### config.mk
export PLATFORM = sky130hd
export DESIGN_NAME = aes_block_uart_tx
export DESIGN_NICKNAME = d
export VERILOG_FILES = /design/src/rtl/aes_uart_pkg.sv /design/src/rtl/uart_tx_byte.sv /design/src/rtl/aes_block_uart_tx.sv
export SDC_FILE = /design/constraint.sdc
export NUM_CORES = 1
export LEC_CHECK = 0
export ABC_AREA = 1
export BUFFER_PORTS_ARGS = -buffer_cell sky130_fd_sc_hd__buf_2
export CAP_MARGIN = 10
export CORE_MARGIN = 2
export CORE_UTILIZATION = 40
export CTS_BUF_LIST = sky130_fd_sc_hd__clkbuf_8
export CTS_CLUSTER_DIAMETER = 30
export DETAILED_ROUTE_END_ITERATION = 7
export HOLD_SLACK_MARGIN = 0.12
export MAX_ROUTING_LAYER = met4
export PLACE_DENSITY = 0.69
export SLEW_MARGIN = 5
export SYNTH_ARGS = -nofsm -noshare
export SYNTH_HDL_FRONTEND = slang
export SYNTH_SLANG_ARGS = --single-unit
### constraint.sdc
create_clock -name clk -period 1.5 [get_ports clk]
set_input_delay 0.3 -clock clk [delete_from_list [all_inputs] [get_ports clk]]
set_output_delay 0.3 -clock clk [all_outputs]
set_load 0.005 [all_outputs]
### src/rtl/aes_uart_pkg.sv
// Shared definitions for the AES block UART transmitter.
// Holds the bit-engine state encoding and the frame/block sizes.
package aes_uart_pkg;

    localparam int unsigned UART_FRAME_BITS = 10;
    localparam int unsigned AES_BLOCK_BITS  = 128;
    localparam int unsigned BYTE_BITS       = 8;

    typedef enum logic [1:0] {
        StIdle,
        StStart,
        StData,
        StStop
    } tx_state_e;

endpackage

### src/rtl/uart_tx_byte.sv
// UART 8N1 bit engine: start bit, eight data bits LSB first, stop bit.
// A new byte can be taken on the last stop-bit cycle so frames abut with no gap.
module uart_tx_byte
    import aes_uart_pkg::*;
#(
    parameter int unsigned CLKS_PER_BIT = 87
) (
    input  logic       clk,
    input  logic       rst,
    input  logic       i_valid,
    input  logic [7:0] i_data,
    output logic       o_ready,
    output logic       o_tx
);

    localparam int unsigned       BAUD_W    = $clog2(CLKS_PER_BIT);
    localparam logic [BAUD_W-1:0] BAUD_LAST = BAUD_W'(CLKS_PER_BIT - 1);

    tx_state_e         r_state, w_state_d;
    logic [BAUD_W-1:0] r_baud, w_baud_d;
    logic [2:0]        r_bit, w_bit_d;
    logic [7:0]        r_data, w_data_d;
    logic              r_tx, w_tx_d;
    logic              w_baud_last;
    logic              w_load;

    assign w_baud_last = (r_baud == BAUD_LAST);
    assign o_ready     = (r_state == StIdle) || ((r_state == StStop) && w_baud_last);
    assign w_load      = o_ready && i_valid;
    assign o_tx        = r_tx;

    always_ff @(posedge clk) begin
        if (rst) begin
            r_state <= StIdle;
            r_baud  <= '0;
            r_bit   <= '0;
            r_data  <= '0;
            r_tx    <= 1'b1;
        end else begin
            r_state <= w_state_d;
            r_baud  <= w_baud_d;
            r_bit   <= w_bit_d;
            r_data  <= w_data_d;
            r_tx    <= w_tx_d;
        end
    end

    always_comb begin
        w_state_d = r_state;
        unique case (r_state)
            StIdle:  if (i_valid) w_state_d = StStart;
            StStart: if (w_baud_last) w_state_d = StData;
            StData:  if (w_baud_last && (r_bit == 3'd7)) w_state_d = StStop;
            StStop:  if (w_baud_last) w_state_d = i_valid ? StStart : StIdle;
            default: w_state_d = StIdle;
        endcase
    end

    always_comb begin
        w_baud_d = ((r_state == StIdle) || w_baud_last) ? '0 : r_baud + 1'b1;
        w_bit_d  = r_bit;
        if (r_state == StStart) begin
            w_bit_d = '0;
        end else if ((r_state == StData) && w_baud_last) begin
            w_bit_d = r_bit + 3'd1;
        end
        w_data_d = w_load ? i_data : r_data;
    end

    // Line level is derived from the next state so o_tx leaves a flop.
    always_comb begin
        w_tx_d = 1'b1;
        unique case (w_state_d)
            StStart: w_tx_d = 1'b0;
            StData:  w_tx_d = w_data_d[w_bit_d];
            default: w_tx_d = 1'b1;
        endcase
    end

endmodule

### src/rtl/aes_block_uart_tx.sv
// Sends one 128-bit AES block as 16 back-to-back UART 8N1 bytes, byte 0 first.
// Holds the block shift register and byte index; bit timing lives in uart_tx_byte.
module aes_block_uart_tx
    import aes_uart_pkg::*;
#(
    parameter int unsigned CLKS_PER_BIT = 87,
    parameter int unsigned NUM_BYTES    = AES_BLOCK_BITS / BYTE_BITS
) (
    input  logic                      clk,
    input  logic                      rst,
    input  logic [0:AES_BLOCK_BITS-1] i_block,
    input  logic                      i_valid,
    output logic                      o_ready,
    output logic                      o_tx,
    output logic                      o_busy,
    output logic                      o_done
);

    localparam logic [3:0] LAST_IDX = 4'(NUM_BYTES - 1);

    logic [0:AES_BLOCK_BITS-1] r_shift;
    logic [3:0]                r_byte_idx;
    logic                      r_busy;
    logic                      r_done;

    logic       w_accept;
    logic       w_last;
    logic       w_more;
    logic       w_byte_valid;
    logic       w_byte_ready;
    logic [7:0] w_byte_data;

    assign w_accept     = i_valid && !r_busy;
    assign w_last       = (r_byte_idx == LAST_IDX);
    assign w_more       = r_busy && !w_last;
    assign w_byte_valid = w_accept || w_more;
    // Byte 0 goes straight from the input so the start bit follows the accept edge.
    assign w_byte_data  = r_busy ? r_shift[BYTE_BITS:2*BYTE_BITS-1] : i_block[0:BYTE_BITS-1];

    always_ff @(posedge clk) begin
        if (rst) begin
            r_shift    <= '0;
            r_byte_idx <= '0;
            r_busy     <= 1'b0;
            r_done     <= 1'b0;
        end else begin
            r_done <= 1'b0;
            if (w_accept) begin
                r_shift    <= i_block;
                r_byte_idx <= '0;
                r_busy     <= 1'b1;
            end else if (r_busy && w_byte_ready) begin
                if (w_last) begin
                    r_busy <= 1'b0;
                    r_done <= 1'b1;
                end else begin
                    r_byte_idx <= r_byte_idx + 4'd1;
                    r_shift    <= {r_shift[BYTE_BITS:AES_BLOCK_BITS-1], 8'h00};
                end
            end
        end
    end

    uart_tx_byte #(
        .CLKS_PER_BIT(CLKS_PER_BIT)
    ) u_tx_byte (
        .clk    (clk),
        .rst    (rst),
        .i_valid(w_byte_valid),
        .i_data (w_byte_data),
        .o_ready(w_byte_ready),
        .o_tx   (o_tx)
    );

    assign o_ready = !r_busy;
    assign o_busy  = r_busy;
    assign o_done  = r_done;

endmodule

==> impl_metrics.py <==
metrics = {
    "finish": {
        "drive_gt1_share_pct": 33.88,
        "multiInputGateArea_um2": 3248,
        "final_common_cell": "nand2_1",
        "finish.utilization_pct": 60.59,
        "syn2layout_area_growth_pct": 49.00,
        "nNetsFinal": 1166,
        "ff_latch_area_um2": 2955,
        "layout_common_cells": "277 x nand2_1, 141 x dfxtp_1, 134 x buf_2, 65 x a21oi_1, 58 x a31oi_1",
        "antenna_cells": 0,
        "fillers": 1279,
    },
    "synth": {
        "ys_types": 30,
        "syn_inst": 809,
        "yosysWarnings": 0,
        "synth_seq_cells": 147,
        "avgSynthCellArea_um2": 7.585,
        "synth-simple-area-share_pct": 24.69,
        "synthesis.nets": 945,
        "synthAdderAreaFrac_pct": 1.020,
        "muxShareOfSynthArea_pct": 0,
        "netlist_area_um2": 6136,
        "yosysSeqAreaShare_pct": 47.96,
        "synth-compound-area-share_pct": 19.27,
        "synth_top_family_by_area": "simple AND/OR/NAND/NOR gates",
        "synth_xor_area_share_pct": 0,
    },
    "critical_path": {
        "crit_path_end_kind": "flip-flop",
        "arrival_ps": 2040,
        "max_stage_delay_ps": 330,
        "startpoint_type": "flip-flop",
        "cp_cell_sequence": "inv_2 -> ha_4 -> nand2_4 -> nor2_4 -> nand3_2 -> nand2_4 -> nand2_8 -> nand2_8 -> inv_16 -> buf_12 -> nand2_1 -> a31oi_1",
        "critPathMaxFanout": 14,
        "critical_path_required_ps": 1830,
        "crit_type": "flip-flop to flip-flop",
        "critPathSlowestCell": "dfxtp_2",
    },
    "detailed_routing": {
        "drt_pass1_iterations": 5,
        "drtIter0Drc": 447,
        "drc_errors": 0,
        "routedWlPerCell_um": 15.13,
        "viasPerCell": 5.245,
        "antenna_left": 0,
        "vias": 6451,
        "routed_wl_um": 18610,
    },
    "floorplan": {
        "core-area_um2": 15090,
        "pin_count": 135,
        "die_height_um": 127.9,
        "core.rowCount": 45,
        "die_w_um": 127.9,
        "initial_core_util_pct": 40.66,
        "dieArea_um2": 16350,
    },
    "grt": {
        "antenna_found_initial": 0,
        "grt.total_usage_pct": 22.66,
        "overflow": 0,
        "grt_pass1_vias": 5923,
        "grt_max_degree": 61,
        "grt_pass1_wl_um": 28770,
    },
    "sta": {
        "post-route-min-period_ps": 1706,
        "fin_skew_ps": 15.40,
        "rsz0062_at_grt": "yes",
        "setup_viol": 128,
        "maxSlewHeadroom_pct": 79.23,
        "maxSlewViolCount": 0,
        "period_share_pct": 113.7,
        "hold_viol": 0,
        "timing.fmax_ghz": 0.5861,
        "worst_slew_pin_slew_ps": 310.1,
        "finalWorstSetupSlack_ps": -206.2,
    },
    "placed_design": {
        "port-buffer-count": 134,
        "routabilityCongestion": 0.8491,
        "placement.setup.worst_slack_ps": -231.3,
        "dp_hpwl_um": 11120,
    },
    "run_status": {
        "violations": "negative setup slack",
        "outcome": "finished, violations left",
    },
    "clock_tree": {
        "clk_pin_slew_ps": 80,
        "cts_tree": "yes",
        "clkLatencyLatePin_ps": 450,
        "clock_path_buffers": 2,
        "cts_buffers": 17,
        "clock_sinks": 147,
        "cts_root_buf": "clkbuf_8",
        "htreeDepth": 4,
    },
    "run": {
        "cap_violations": 0,
    },
    "pwr": {
        "leakagePower_uw": 0.003628,
        "ir_worst_vdd_mv": 0.7510,
        "power.density_nw_per_um2": 1060,
    },
    "min_path": {
        "hold_class": "input pin to flip-flop",
    },
}
[logic make-up after synthesis]
kind of cell / count (synthesis)
compound gates: 192
flops: 147
buf+inv: 89
fa+ha+maj: 5
simple gates: 376
[timing repair]
| action | CTS | global route |
|---|---|---|
| setup buffers | 3 | 6 |
| endpoints found under the setup margin | 126 | 140 |
| endpoints found under the hold margin | 49 | 0 |
| gates resized for setup | 44 | 53 |
| hold buffers | 49 | 0 |
| gates cloned | 9 | 3 |
| pin swaps | 10 | 22 |
[layout make-up]
class / instances / share of cell area [%]
timing repair inverter: 1 / 0.1232
inverter: 33 / 1.724
clock inverter: 14 / 1.793
sequential: 147 / 32.33
multi-input combinational: 573 / 35.53
timing repair buffer: 257 / 23.37
clock buffer: 17 / 2.559
tap: 188 / 2.573
[critical path: cells and delay by family, from the launching register on]
| kind | cells | cell delay [ps] |
|---|---|---|
| simple gates | 7 | 750 |
| flops | 1 | 330 |
| buf+inv | 3 | 290 |
| fa+ha+maj | 1 | 130 |
| compound gates | 1 | 100 |
[cells in the mapped netlist]
cell type / count / area, µm²
nand2_1: 296 / 1111
dfxtp_1: 147 / 2943
a21oi_1: 72 / 360.4
a31oi_1: 59 / 369.1
a22oi_1: 54 / 405.4
nand3_1: 35 / 175.2
clkbuf_1: 29 / 108.9
inv_1: 28 / 105.1
nor2_1: 25 / 93.84
buf_2: 13 / 65.06
buf_6: 8 / 90.09
buf_4: 6 / 45.04
ha_1: 5 / 62.56
inv_2: 4 / 15.01
nor3b_1: 4 / 30.03
nand2_2: 3 / 18.77
nor3_1: 3 / 15.01
nor4_1: 3 / 18.77
a211oi_1: 2 / 15.01
nand4_1: 2 / 12.51
nor2_2: 2 / 12.51
clkinv_1: 1 / 3.750
nand2_4: 1 / 11.26
nand3_2: 1 / 10.01
o211ai_1: 1 / 7.510
o21a_1: 1 / 7.510
o21ai_0: 1 / 5.000
o21ai_1: 1 / 5.000
o31ai_1: 1 / 7.510
or2_2: 1 / 6.260
[stage by stage]
step | total power, µW | hold WS, ps | instance area [µm²] | std cells | setup TNS (ps)
finish | 9687 | 138.2 | 9143 | 1230 | -17390
global route | 10100 | 124.2 | 9143 | 1230 | -31080
CTS | 9569 | 120.0 | 8855 | 1224 | -11210
detailed placement | 6023 | 454.1 | 7581 | 1132 | -9790
global placement | 6011 | 449.9 | 7581 | 1132 | -7354
floorplan | 5414 | 418.6 | 6401 | 809 | -1614
[flip-flops by register name (all words and copies together) (netlist names)]
register,cells
u_tx_byte.o_tx,1
u_tx_byte.r_bit,3
r_shift,120
o_busy,1
u_tx_byte.r_data,8
r_byte_idx,4
o_done,1
u_tx_byte.r_baud,7
u_tx_byte.r_state,2
[per-layer routing]
layer / vias up / part of all wire (%) / track usage [%]
li1: 3188 / - / -
met1: 2994 / 45 / 28.87
met2: 234 / 48 / 36.58
met3: 35 / 5.4 / 4.633
met4: 0 / 1.9 / 6.593
met5: - / 0 / -
[power breakdown]
| group | total (µW) | internal [µW] | leakage [µW] | switching [µW] |
|---|---|---|---|---|
| combinational | 2160 | 1060 | 0.00222 | 1100 |
| clock | 3160 | 1630 | 0.000203 | 1540 |
| sequential | 4360 | 4180 | 0.00121 | 175 |
| total | 9690 | 6870 | 0.00363 | 2810 |
[final timing paths]
path                  startpoint           to  slack, ps  cells past startpoint
max          u_tx_byte.r_baud[0]  r_shift[36]       -210                     12
max reg2reg  u_tx_byte.r_baud[0]  r_shift[36]       -210                     12
min reg2reg          r_shift[13]  r_shift[13]        460                      2
min                   i_block[9]   r_shift[9]        140                      3
Power figures use the tool's default switching activity.
